### config.mk
export PLATFORM = sky130hd
export DESIGN_NAME = kim1_disp_kbd_flat
export DESIGN_NICKNAME = d
export VERILOG_FILES = /design/src/rtl/kim1_pkg.sv /design/src/rtl/kim1_disp_kbd_if.sv /design/src/rtl/kim1_digit_slot.sv /design/src/rtl/kim1_disp_kbd.sv /design/src/flat_wrapper.sv
export SDC_FILE = /design/constraint.sdc
export NUM_CORES = 1
export LEC_CHECK = 0
export BUFFER_PORTS_ARGS = -buffer_cell sky130_fd_sc_hd__buf_2
export CORE_UTILIZATION = 60
export DETAILED_ROUTE_END_ITERATION = 10
export PLACE_DENSITY = 0.79
export RECOVER_POWER = 100
export SLEW_MARGIN = 20
export SYNTH_ARGS = -nofsm -noshare
export SYNTH_HDL_FRONTEND = slang
export SYNTH_SLANG_ARGS = --single-unit
### constraint.sdc
create_clock -name phi2 -period 3.6 [get_ports phi2]
set_input_delay 0 -clock phi2 [delete_from_list [all_inputs] [get_ports phi2]]
set_output_delay 0 -clock phi2 [all_outputs]
set_load 0.02 [all_outputs]
### src/rtl/kim1_pkg.sv
// rtl/kim1_pkg.sv - shared constants, select-code type and helpers for the KIM-1 display/keypad front end
package kim1_pkg;

  localparam int NUM_DIGITS = 6;
  localparam int NUM_ROWS   = 3;
  localparam int NUM_COLS   = 7;
  localparam int NUM_KEYS   = NUM_ROWS * NUM_COLS;
  localparam int SEG_BITS   = 7;
  localparam int KEY_CODE_W = 5;

  typedef logic [3:0] sel_t;

  localparam sel_t SEL_NONE      = 4'hF;
  localparam sel_t SEL_DIGIT0    = 4'd4;
  localparam sel_t SEL_DIGIT_END = sel_t'(int'(SEL_DIGIT0) + NUM_DIGITS);

  function automatic logic sel_is_digit(input sel_t s);
    return (s >= SEL_DIGIT0) && (s < SEL_DIGIT_END);
  endfunction

endpackage

### src/rtl/kim1_disp_kbd_if.sv
// rtl/kim1_disp_kbd_if.sv - port A/B view from the mcs6530 plus keypad and display outputs
interface kim1_disp_kbd_if;
  import kim1_pkg::*;

  logic [7:0]                     pao;
  logic [7:0]                     ddra;
  logic [7:0]                     pbo;
  logic [7:0]                     ddrb;
  logic [NUM_KEYS-1:0]            keys;
  logic [7:0]                     pai;
  logic [NUM_DIGITS*SEG_BITS-1:0] seg_o;
  logic [NUM_DIGITS-1:0]          digit_lit;
  logic                           key_valid;
  logic [KEY_CODE_W-1:0]          key_code;

  modport master (
    output pao, ddra, pbo, ddrb, keys,
    input  pai, seg_o, digit_lit, key_valid, key_code
  );

  modport slave (
    input  pao, ddra, pbo, ddrb, keys,
    output pai, seg_o, digit_lit, key_valid, key_code
  );

endinterface

### src/rtl/kim1_digit_slot.sv
// rtl/kim1_digit_slot.sv - one display digit: segment latch, persistence countdown and lit flag
module kim1_digit_slot
  import kim1_pkg::*;
#(
  parameter int PERSIST = 4000
) (
  input  logic                i_clk,
  input  logic                i_rst_n,
  input  logic                i_capture,
  input  logic [SEG_BITS-1:0] i_segval,
  output logic [SEG_BITS-1:0] o_seg,
  output logic                o_lit
);
  localparam int PW = $clog2(PERSIST + 1);
  localparam logic [PW-1:0] PERSIST_V = PW'(PERSIST);
  localparam logic [PW-1:0] ONE       = PW'(1);

  logic [PW-1:0]       r_persist;
  logic [SEG_BITS-1:0] r_seg;
  logic                r_lit;

  // Capture takes priority, so a refresh on the expiry edge keeps the digit lit.
  always_ff @(posedge i_clk or negedge i_rst_n) begin
    if (!i_rst_n) begin
      r_persist <= '0;
      r_seg     <= '0;
      r_lit     <= 1'b0;
    end else if (i_capture) begin
      r_persist <= PERSIST_V;
      r_seg     <= i_segval;
      r_lit     <= 1'b1;
    end else if (r_persist != '0) begin
      r_persist <= r_persist - ONE;
      if (r_persist == ONE) begin
        r_lit <= 1'b0;
        r_seg <= '0;
      end
    end
  end

  assign o_seg = r_seg;
  assign o_lit = r_lit;

endmodule

### src/rtl/kim1_disp_kbd.sv
// rtl/kim1_disp_kbd.sv - KIM-1 display/keypad front end downstream of the mcs6530 ports
// Optional key debouncer built when KIM1_KEY_DEBOUNCE_EN is defined.
module kim1_disp_kbd
  import kim1_pkg::*;
#(
  parameter int DWELL_MIN = 16,
  parameter int PERSIST   = 4000
`ifdef KIM1_KEY_DEBOUNCE_EN
  ,
  parameter int DEBOUNCE  = 1000
`endif
) (
  input logic            phi2,
  input logic            rst_n,
  kim1_disp_kbd_if.slave bus
);
  localparam int DWW = $clog2(DWELL_MIN + 1);
  localparam logic [DWW-1:0] DW_MAX = DWW'(DWELL_MIN);
  localparam logic [DWW-1:0] DW_ONE = DWW'(1);

  sel_t                w_sel;
  logic [SEG_BITS-1:0] w_segval;

  // An undriven PB4..PB1 nibble cannot form a valid select code.
  assign w_sel    = (bus.ddrb[4:1] == 4'hF) ? sel_t'(bus.pbo[4:1]) : SEL_NONE;
  assign w_segval = bus.pao[SEG_BITS-1:0] & bus.ddra[SEG_BITS-1:0];

  logic [NUM_KEYS-1:0] r_sync1;
  logic [NUM_KEYS-1:0] r_key_sync;
  logic [NUM_KEYS-1:0] w_key_stable;

  always_ff @(posedge phi2 or negedge rst_n) begin
    if (!rst_n) begin
      r_sync1    <= '0;
      r_key_sync <= '0;
    end else begin
      r_sync1    <= bus.keys;
      r_key_sync <= r_sync1;
    end
  end

`ifdef KIM1_KEY_DEBOUNCE_EN
  localparam int DBW = $clog2(DEBOUNCE + 1);
  localparam logic [DBW-1:0] DB_MAX = DBW'(DEBOUNCE);
  localparam logic [DBW-1:0] DB_ONE = DBW'(1);

  logic [NUM_KEYS-1:0] r_key_last;
  logic [NUM_KEYS-1:0] r_key_stable;
  logic [DBW-1:0]      r_db_run;
  logic [DBW-1:0]      w_db_run;

  // w_db_run counts cycles the current key_sync value has been held, this one included.
  always_comb begin
    w_db_run = DB_ONE;
    if (r_key_sync == r_key_last)
      w_db_run = (r_db_run == DB_MAX) ? DB_MAX : r_db_run + DB_ONE;
  end

  always_ff @(posedge phi2 or negedge rst_n) begin
    if (!rst_n) begin
      r_key_last   <= '0;
      r_key_stable <= '0;
      r_db_run     <= '0;
    end else begin
      r_key_last <= r_key_sync;
      r_db_run   <= w_db_run;
      if (w_db_run == DB_MAX)
        r_key_stable <= r_key_sync;
    end
  end

  assign w_key_stable = r_key_stable;
`else
  assign w_key_stable = r_key_sync;
`endif

  sel_t           r_sel_prev;
  logic [DWW-1:0] r_dwell;
  logic [DWW-1:0] w_dwell;
  logic           w_capture;

  always_comb begin
    w_dwell = '0;
    if (w_sel == r_sel_prev)
      w_dwell = (r_dwell == DW_MAX) ? DW_MAX : r_dwell + DW_ONE;
  end

  assign w_capture = sel_is_digit(w_sel) && (w_dwell == DW_MAX);

  always_ff @(posedge phi2 or negedge rst_n) begin
    if (!rst_n) begin
      r_sel_prev <= '0;
      r_dwell    <= '0;
    end else begin
      r_sel_prev <= w_sel;
      r_dwell    <= w_dwell;
    end
  end

  logic [NUM_DIGITS*SEG_BITS-1:0] w_seg;
  logic [NUM_DIGITS-1:0]          w_lit;

  for (genvar d = 0; d < NUM_DIGITS; d++) begin : g_digit
    localparam sel_t DSEL = sel_t'(int'(SEL_DIGIT0) + d);
    kim1_digit_slot #(.PERSIST(PERSIST)) u_slot (
      .i_clk     (phi2),
      .i_rst_n   (rst_n),
      .i_capture (w_capture && (w_sel == DSEL)),
      .i_segval  (w_segval),
      .o_seg     (w_seg[d*SEG_BITS +: SEG_BITS]),
      .o_lit     (w_lit[d])
    );
  end

  logic [NUM_COLS-1:0]   w_row_n;
  logic [KEY_CODE_W-1:0] w_code;

  always_comb begin
    w_row_n = '1;
    for (int r = 0; r < NUM_ROWS; r++)
      if (w_sel == sel_t'(r))
        w_row_n = ~w_key_stable[r*NUM_COLS +: NUM_COLS];
  end

  // Descending scan so the lowest set index is the one left standing.
  always_comb begin
    w_code = '0;
    for (int i = NUM_KEYS - 1; i >= 0; i--)
      if (w_key_stable[i])
        w_code = KEY_CODE_W'(i);
  end

  logic [7:0]            r_pai;
  logic                  r_key_valid;
  logic [KEY_CODE_W-1:0] r_key_code;

  always_ff @(posedge phi2 or negedge rst_n) begin
    if (!rst_n) begin
      r_pai       <= 8'hFF;
      r_key_valid <= 1'b0;
      r_key_code  <= '0;
    end else begin
      r_pai       <= {1'b1, w_row_n};
      r_key_valid <= |w_key_stable;
      r_key_code  <= w_code;
    end
  end

  assign bus.pai       = r_pai;
  assign bus.seg_o     = w_seg;
  assign bus.digit_lit = w_lit;
  assign bus.key_valid = r_key_valid;
  assign bus.key_code  = r_key_code;

  logic w_unused;
  assign w_unused = &{1'b0, bus.pao[7], bus.ddra[7], bus.pbo[7:5], bus.pbo[0],
                      bus.ddrb[7:5], bus.ddrb[0]};

endmodule

### src/flat_wrapper.sv
// flat-port wrapper written by rule: the top's interface ports become plain ports
module kim1_disp_kbd_flat import kim1_pkg::*;
#(
  parameter int DWELL_MIN = 16,
  parameter int PERSIST   = 4000

)
  (phi2, rst_n, bus_pao, bus_ddra, bus_pbo, bus_ddrb, bus_keys, bus_pai, bus_seg_o, bus_digit_lit, bus_key_valid, bus_key_code);
  kim1_disp_kbd_if bus_i ();
  input logic phi2;
  input logic rst_n;
  input wire logic [$bits(bus_i.pao)-1:0] bus_pao;
  input wire logic [$bits(bus_i.ddra)-1:0] bus_ddra;
  input wire logic [$bits(bus_i.pbo)-1:0] bus_pbo;
  input wire logic [$bits(bus_i.ddrb)-1:0] bus_ddrb;
  input wire logic [$bits(bus_i.keys)-1:0] bus_keys;
  output wire logic [$bits(bus_i.pai)-1:0] bus_pai;
  output wire logic [$bits(bus_i.seg_o)-1:0] bus_seg_o;
  output wire logic [$bits(bus_i.digit_lit)-1:0] bus_digit_lit;
  output wire logic [$bits(bus_i.key_valid)-1:0] bus_key_valid;
  output wire logic [$bits(bus_i.key_code)-1:0] bus_key_code;
  assign bus_i.pao = bus_pao;
  assign bus_i.ddra = bus_ddra;
  assign bus_i.pbo = bus_pbo;
  assign bus_i.ddrb = bus_ddrb;
  assign bus_i.keys = bus_keys;
  assign bus_pai = bus_i.pai;
  assign bus_seg_o = bus_i.seg_o;
  assign bus_digit_lit = bus_i.digit_lit;
  assign bus_key_valid = bus_i.key_valid;
  assign bus_key_code = bus_i.key_code;
  kim1_disp_kbd #(.DWELL_MIN(DWELL_MIN), .PERSIST(PERSIST)) u_core (.phi2(phi2), .rst_n(rst_n), .bus(bus_i));
endmodule
==> run summary, run 1 <==
The run finished, with violations left. The final reports fail on max-capacitance violations, max-slew violations. After detailed routing, the number of remaining DRC violations is 0. The via total after detailed routing is 6197. The number of cells on the worst reg-to-reg path is 8. The first global-routing pass estimated 29900 um of wire. After detailed routing, the average wire length per cell comes to 16.7 um. The overall routing resource usage is 0.276, and the overall die area is 14000 um^2. The initial antenna violation count is 1. Leaving out fill and tap cells, the most frequent cell in the layout is sky130_fd_sc_hd__dfrtp_1. The endpoint identified for the worst register-to-register timing path is u_core.g_digit[4].u_slot.o_seg[5]$_DFFE_PN0P_. VDD sags by at most 0.326 mV. The worst hold path terminates at u_core.g_digit[1].u_slot.o_seg[1]$_DFFE_PN0P_.

The part of the power in registers came out at 0.513. The run gives 0 as the hold violation count in the final report. Buffers placed on the I/O ports in this run total 105. Insertion delay of the later-clocked pin in the worst-skew pair: 430 ps.

The clock drives 184 sinks. The flop and latch count out of synthesis came out at 184. The launch instance of the worst register-to-register path was u_core.r_dwell[0]$_DFF_PN0_.

The final layout contains routed wiring with a total length of 18100 um. The post-synthesis to final-layout area growth is 16.3%, and the transition time of the tightest slew-check pin is 2390 ps. The run gives 6270 as the via count of the first global-routing pass. For this run, the leading register cell type out of synthesis is sky130_fd_sc_hd__dfrtp_1. The worst hold path belongs to the class in -> reg. Data on the critical path is required at its endpoint by 3870 ps. Summed over all layers, the global routing overflow is 0.

The count of nets left with antenna violations once routing finished came out at 0. The accumulated negative setup slack is 0 ps, and the count of buffers added by post-CTS timing repair for setup is 0. During I/O placement, the number of pins put on the boundary was 117. During synthesis, Yosys emitted a total of 0 warnings. The clock arrives with 13.5 ps of skew. In this run the most critical hold path is launched from bus_ddra[1].

Setup violations remaining at the end of the flow were counted as 0. The detailed-placement wirelength estimate came out at 12000 um. The max-slew violation count came out at 98. The tools report the portion of total power attributed to the clock network as 0.431. In this run the static leakage power is 4.04 nW. Ranked by total cell area, the synthesized netlist is headed by sky130_fd_sc_hd__dfrtp_1 (54%), sky130_fd_sc_hd__nand2_1 (4.5%), sky130_fd_sc_hd__nand3_1 (3.1%).

Setup repair after global routing left no endpoint under its margin. The final standard cell utilization of the core was 0.715; the biggest fanout along the worst timing path was 27. The max-capacitance violation count is 1.

STA classifies the critical path endpoint as a register. The share of flip-flops with an asynchronous set or reset came out at 1.00. The worst setup path is launched from a register.

The number of distinct standard cells referenced by the synthesized netlist is 60. For the effective utilization at floorplan, the log shows 0.615. The floorplan step set the die height to 118 um.

Power per cell area: 448 nW/um^2. The core region is 13200 um^2. A synthesized cell averages 10.6 um^2.

TritonCTS built the clock tree. Highest attainable clock frequency: 331 MHz. The logs give -0.591 for the relative slew slack and 771 for the synthesized netlist cell count.

In this run the horizontal extent of the chip is 118 um. After detailed routing, the number of vias per cell comes to 5.70. The proportion of layout cells with a drive suffix above 1 came out at 0.102. The filler cells instantiated in the layout total 985. Of all cell types, the one taking the most synthesized area is sky130_fd_sc_hd__dfrtp_1. The net switching share of the total power works out to 0.225.

The synthesized netlist occupies a cell area of 8140 um^2. For the combinational group share of total power, the log shows 0.056. Clock tree root buffer cell: sky130_fd_sc_hd__clkbuf_16.

The number of cells on the worst hold path is 3, and the standard-cell row count is 42. The last weighted congestion value of the routability-driven placer was 0.906. When the netlist entered floorplanning its net count stood at 840. The clock passes through at most 2 buffers. The post-route clock period utilization is 0.840, and the data arrival time of the critical path is 3290 ps.

The area share of the leading cell type in the synthesized netlist came out at 0.544. The internal portion of the total power is 3.29 mW. For this run, the post-layout net count is 968. Before antenna repair, the detailed router went through 5 iterations.

Clock-pin slew was measured on the worst setup and hold paths at 60 ps. Pin count of the biggest net entering global routing: 98. The path type of the worst setup path was reg -> reg.

Setup slack on the worst reg-to-reg path comes out at 580 ps. The tools report the initial DRC count as 476. The logs give 0.567 for the sequential share of the synthesized area and 4 for the level count of the clock H-tree. In this run the power spent charging and discharging nets is 0.955 mW. The synthesized design contains 0 enable-type register cells.

TritonCTS created 17 clock buffers. The final critical path time including I/O delays and setup works out to 3020 ps. In the layout the commonest cells are sky130_fd_sc_hd__dfrtp_1 (177), sky130_fd_sc_hd__nand2_1 (99), sky130_fd_sc_hd__clkbuf_1 (74), sky130_fd_sc_hd__nor2_1 (60), sky130_fd_sc_hd__nand3_1 (50).
state kept, by name, indices dropped and copies added, names as in the netlist:
name and count:
u_core.g_digit.u_slot.o_seg 42, u_core.r_dwell 5, u_core.g_digit.u_slot.r_persist 72, u_core.bus.key_valid 1
u_core.bus.pai 7, u_core.r_sel_prev 4, u_core.r_sync1 21, u_core.r_key_sync 21
u_core.g_digit.u_slot.o_lit 6, u_core.bus.key_code 5
synthesized netlist by cell type, types with 3 or more instances:
cell                         n
sky130_fd_sc_hd__or3b_2      3
sky130_fd_sc_hd__nor2b_1     7
sky130_fd_sc_hd__nand2_1    98
sky130_fd_sc_hd__inv_1      27
sky130_fd_sc_hd__dfstp_2     7
sky130_fd_sc_hd__a22oi_1     7
sky130_fd_sc_hd__a21oi_1    22
sky130_fd_sc_hd__nand4b_1    5
sky130_fd_sc_hd__and2_1     16
sky130_fd_sc_hd__o211ai_1    6
sky130_fd_sc_hd__o211a_1     3
sky130_fd_sc_hd__nor4_1     18
sky130_fd_sc_hd__buf_6       3
sky130_fd_sc_hd__buf_4       7
sky130_fd_sc_hd__nand2b_1   11
sky130_fd_sc_hd__o21ai_0    43
sky130_fd_sc_hd__mux2_2      5
sky130_fd_sc_hd__xnor2_1    22
sky130_fd_sc_hd__or4_1       6
sky130_fd_sc_hd__nand3b_1    6
sky130_fd_sc_hd__nand4_1     5
sky130_fd_sc_hd__nor3_1     34
sky130_fd_sc_hd__mux2i_1    22
sky130_fd_sc_hd__xor2_1     13
sky130_fd_sc_hd__dfrtp_1   177
sky130_fd_sc_hd__o31ai_1     5
sky130_fd_sc_hd__a211oi_1    5
sky130_fd_sc_hd__nor2_1     60
sky130_fd_sc_hd__a21boi_0    3
sky130_fd_sc_hd__ha_1       14
sky130_fd_sc_hd__or3_1       6
sky130_fd_sc_hd__buf_2       4
sky130_fd_sc_hd__clkbuf_1   12
sky130_fd_sc_hd__nor3b_1     4
sky130_fd_sc_hd__nand3_1    50
layout make-up:
cell class / instances / area, um^2 / area share
repair buffers: 136 / 724 / 0.0765
multi-input cells: 533 / 3240 / 0.342
clock inverters: 6 / 90.1 / 0.00951
inverters: 27 / 101 / 0.0107
diodes: 1 / 2.50 / 0.000264
well taps: 176 / 220 / 0.0232
clock buffers: 25 / 485 / 0.0512
flip-flops and latches: 184 / 4610 / 0.487
power groups by stage:
stage | logic [mW] | clock network (mW) | registers (mW)
after global routing | 0.263 | 1.94 | 2.18
final | 0.239 | 1.83 | 2.18
after detailed placement | 0.210 | 0 | 2.21
after floorplan | 0.129 | 0 | 2.19
after CTS | 0.243 | 1.85 | 2.17
after global placement | 0.200 | 0 | 2.20
stage by stage:
step           cells  power (mW)  hold slack, ps  worst slack, ps  cell area [um^2]
5_1_grt         1088        4.38            85.5              327              9470
4_1_cts         1087        4.27            23.9              797              9600
2_1_floorplan    771        2.32            -296             1440              8140
6_report        1088        4.24            56.2              578              9470
3_3_place_gp    1030        2.40             108             1050              8760
3_5_place_dp    1030        2.42             109              875              8760
routing by layer:
layer	routed length, um	global-route usage	vias to the layer above	part of all wire
met5	0	0	-	0
met4	535	0.133	0	0.029
met3	792	0.0598	44	0.044
met2	9400	0.474	184	0.52
met1	7410	0.331	3035	0.41
li1	-	-	2934	-
worst max path at each step:
stage                                                       from                                                end  cells after the start
6_report                             u_core.r_dwell[0]$_DFF_PN0_      u_core.g_digit[4].u_slot.o_seg[5]$_DFFE_PN0P_                      8
5_1_grt                              u_core.r_dwell[1]$_DFF_PN0_      u_core.g_digit[4].u_slot.o_seg[1]$_DFFE_PN0P_                      8
4_1_cts                              u_core.r_dwell[0]$_DFF_PN0_      u_core.g_digit[2].u_slot.o_seg[3]$_DFFE_PN0P_                      8
3_5_place_dp                         u_core.r_dwell[0]$_DFF_PN0_      u_core.g_digit[2].u_slot.o_seg[3]$_DFFE_PN0P_                      7
3_3_place_gp                         u_core.r_dwell[0]$_DFF_PN0_      u_core.g_digit[2].u_slot.o_seg[4]$_DFFE_PN0P_                      7
2_1_floorplan  u_core.g_digit[5].u_slot.r_persist[0]$_DFFE_PN0P_  u_core.g_digit[5].u_slot.r_persist[5]$_DFFE_PN0P_                      8
cells by family (layout without fill, tap and decap cells):
| group | count (synthesis) | in the layout | share of synthesized area |
|---|---|---|---|
| flops | 184 | 184 | 0.567 |
| mux | 27 | 27 | 0.0340 |
| xor+xnor | 35 | 35 | 0.0376 |
| buf+inv | 54 | 194 | 0.0335 |
| fa+ha+maj | 14 | 14 | 0.0215 |
| other cells | 1 | 2 | 0.000461 |
| simple gates | 347 | 347 | 0.222 |
| compound gates | 109 | 109 | 0.0839 |
worst max-delay path, stage by stage (launching register included):
cell and delay, ps:
sky130_fd_sc_hd__dfrtp_1 440, sky130_fd_sc_hd__inv_1 90, sky130_fd_sc_hd__ha_1 160, sky130_fd_sc_hd__nand2_1 120
sky130_fd_sc_hd__o31ai_1 370, sky130_fd_sc_hd__o211a_1 360, sky130_fd_sc_hd__nand4_1 850, sky130_fd_sc_hd__nand3_1 340
sky130_fd_sc_hd__o21ai_0 120
repair_timing:
item | 4_1_cts | 5_1_grt
hold buffers | 26 | 0
endpoints found under the hold margin | 123 | 0
resized for setup | 0 | 0
Power figures use the tool's default switching activity.
==> inputs of run 2 (changes only) <==
Settings changed: CORE_UTILIZATION 60 to 57, PLACE_DENSITY 0.79 to 0.76.
Clock period 3.6 ns to 3.1 ns, I/O delays scaled along.
==> run summary, run 2 (synthesis gave the netlist of run 1 again) <==
The run finished, with violations left. The checks that failed: max-capacitance violations, max-slew violations. The maximum buffer depth of the clock tree was 2 (unchanged); the number of fillers in the final layout was 1036 (+5.2%). The insertion delay of the later-clocked pin in the worst-skew pair is 430 ps (about the same). The initial antenna violation count came out at 0 (-1). The critical path in this run is classified as reg -> reg.

The pin count of the biggest net entering global routing was 81 (-17%); the number of clock sinks was 184 (unchanged). Last weighted congestion value of the routability-driven placer: 0.887 (-2.1%). Kind of launch point of the worst setup path: a register. The relative slew slack came out at -0.244 (+0.347).

Relative to the synthesized area, the layout overhead comes to 16.6%. For the number of hold-repair buffers added at the cts stage, the log shows 26 (unchanged). The hold violation count in the final report was 0 (unchanged); the proportion of layout cells with a drive suffix above 1 was 0.113 (+0.0105). Accumulated negative setup slack: 0 ps (unchanged). The detailed-placement wirelength estimate was 11600 um (-3.1%). The biggest fanout along the worst timing path was 21 (-22%); the number of flip-flops in the largest register was 72 (unchanged). The power per cell area works out to 512 nW/um^2 (+14%). The tools report the number of top-level design ports as 117 (unchanged). The overall die width works out to 122 um (+2.6%).

Standard-cell row count: 43 (+2.4%). The path category of the worst min-delay check was in -> reg. The total detailed-routing wirelength is 17500 um (-3.7%).

For the via count of the first global-routing pass, the log shows 6111 (-2.5%). The number of cells on the worst reg-to-reg path is 8 (unchanged). The post-route clock period utilization was 0.863 (+0.0233); the count of buffers added by post-CTS timing repair for setup was 0 (unchanged). The tools report the count of antenna-violating nets left after detailed routing as 0 (unchanged).

The worst-case vdd ir drop is 0.423 mV (+30%), and the final routed wire length divided by cell count is 16.0 um (-4.3%). The most critical setup path has its startpoint at u_core.r_dwell[0]$_DFF_PN0_. The worst setup path is captured at a register. Y dimension of the die: 122 um (+2.6%).

The run gives 0 (unchanged) as the number of resized instances in the post-cts repair step. Leaving out fill and tap cells, the most frequent cell in the layout is sky130_fd_sc_hd__dfrtp_1. The number of cells on the worst hold path came out at 3 (unchanged). The number of buffers created by CTS is 17 (unchanged), and the clock transition time at the flip-flop clock pins of the worst setup and hold paths is 70 ps (about the same). The run gives 6173 (-0.39%) as the via total after detailed routing. Count of input and output buffers: 105 (unchanged). The total leakage power was 4.11 nW (+1.7%). The timing endpoint of the critical path is u_core.g_digit[3].u_slot.o_seg[0]$_DFFE_PN0P_. The wire length of the first global-routing pass was 28700 um (-4.2%). Counting flops per register, the top entry is u_core.g_digit.u_slot.r_persist.

The initial DRC count is 493 (+3.6%), and the transition time of the tightest slew-check pin is 1870 ps (-520 ps). Launch instance of the worst register-to-register path: u_core.r_dwell[0]$_DFF_PN0_. The highest attainable clock frequency was 374 MHz (+13%); the max-slew violation count was 81 (-17%). The setup slack of the most critical reg-to-reg path is 430 ps (-150 ps), and the final setup violation count is 0 (unchanged). For the effective utilization at floorplan, the log shows 0.584 (-0.0305).

The max-capacitance violation count is 1 (unchanged). The tree is rooted in a sky130_fd_sc_hd__clkbuf_16. The data arrival time of the critical path is 2950 ps (-340 ps), and the overall die area is 14800 um^2 (+5.2%). Required time of the critical path: 3370 ps (-500 ps). For the aggregate global routing overflow, the log shows 0 (unchanged). The remaining design rule violation count is 0 (unchanged). Setup repair after global routing left no endpoint under its margin. The core area is 13900 um^2 (+5.2%), and the overall routing resource usage is 0.253 (-0.0234).

The mean number of vias per cell was 5.64 (-1.0%). The total inserted antenna cells came out at 0 (-1). TritonCTS built the clock tree. Final critical path time including I/O delays and setup: 2670 ps (-348 ps).

The run gives 5 (unchanged) as the number of detailed-routing iterations run before antenna repair. Number of nets in the layout: 971 (+0.31%). For the final setup skew, the log shows 7.36 ps (-6.13 ps). The capture point of the worst reg-to-reg path is u_core.g_digit[3].u_slot.o_seg[0]$_DFFE_PN0P_. The final standard cell utilization of the core is 0.682 (-0.0338). The level count of the clock H-tree was 4 (unchanged).

Leaving out fill and tap cells, the most frequent cells in the layout are sky130_fd_sc_hd__dfrtp_1 (177), sky130_fd_sc_hd__nand2_1 (99), sky130_fd_sc_hd__clkbuf_1 (69), sky130_fd_sc_hd__nor2_1 (60), sky130_fd_sc_hd__nand3_1 (50).
run 2: changes by cell type in the layout (fill, tap and decap cells not counted), moves of 2 or more:
| cell | before | now |
|---|---|---|
| sky130_fd_sc_hd__nand4_2 | 0 | 2 |
| sky130_fd_sc_hd__clkbuf_4 | 0 | 2 |
| sky130_fd_sc_hd__nand4_1 | 7 | 5 |
| sky130_fd_sc_hd__buf_2 | 37 | 39 |
| sky130_fd_sc_hd__clkbuf_1 | 74 | 69 |
| sky130_fd_sc_hd__clkinv_2 | 1 | 4 |
| sky130_fd_sc_hd__inv_6 | 1 | 5 |
| sky130_fd_sc_hd__clkbuf_8 | 3 | 0 |
run 2: critical path: stages (launching register included):
cell                        delay, ps
sky130_fd_sc_hd__dfrtp_1          450
sky130_fd_sc_hd__ha_1             250
sky130_fd_sc_hd__nand3_1          110
sky130_fd_sc_hd__xor2_1           220
sky130_fd_sc_hd__a2111oi_0        600
sky130_fd_sc_hd__nand4_1          180
sky130_fd_sc_hd__clkbuf_1         400
sky130_fd_sc_hd__nand3_1          200
sky130_fd_sc_hd__o21ai_0          100
run 2: area by class of cell:
class / count / area, um^2 / share of cell area
clock inverters: 15 / 145 / 0.0153
clock buffers: 17 / 425 / 0.0448
flip-flops and latches: 184 / 4610 / 0.486
well taps: 180 / 225 / 0.0237
inverters: 27 / 101 / 0.0107
repair buffers: 139 / 744 / 0.0784
multi-input cells: 533 / 3240 / 0.341
run 2: stage by stage:
stage	std cells	instance area, um^2	power [mW]	worst slack (ps)	hold WS, ps
after floorplan	771	8140	2.69	939	-296
after detailed placement	1037	8800	2.81	528	76.1
after global placement	1037	8800	2.79	638	60.3
final	1095	9500	4.86	425	65.1
after CTS	1095	9630	4.90	504	32.7
after global routing	1095	9500	5.03	199	74.1
run 2: worst min-delay path by stage:
stage	from	end
after floorplan	rst_n	u_core.bus.key_code[0]$_DFF_PN0_
after global placement	rst_n	u_core.r_key_sync[3]$_DFF_PN0_
after detailed placement	rst_n	u_core.r_sync1[3]$_DFF_PN0_
after CTS	bus_ddrb[1]	u_core.r_sel_prev[2]$_DFF_PN0_
after global routing	bus_pbo[1]	u_core.r_sel_prev[0]$_DFF_PN0_
final	bus_pbo[1]	u_core.bus.pai[4]$_DFF_PN1_
run 2: power by group:
part,total [mW],switching [mW],internal (mW)
Combinational,0.264,0.158,0.105
Clock,2.07,0.947,1.13
Sequential,2.53,0.0661,2.46
Total,4.86,1.17,3.69
run 2: layer usage:
layer | track usage | part of all wire | wire length, um
met5 | 0 | 0 | 0
met1 | 0.309 | 0.43 | 7430
met2 | 0.433 | 0.51 | 8900
met4 | 0.112 | 0.027 | 473
met3 | 0.0512 | 0.038 | 664
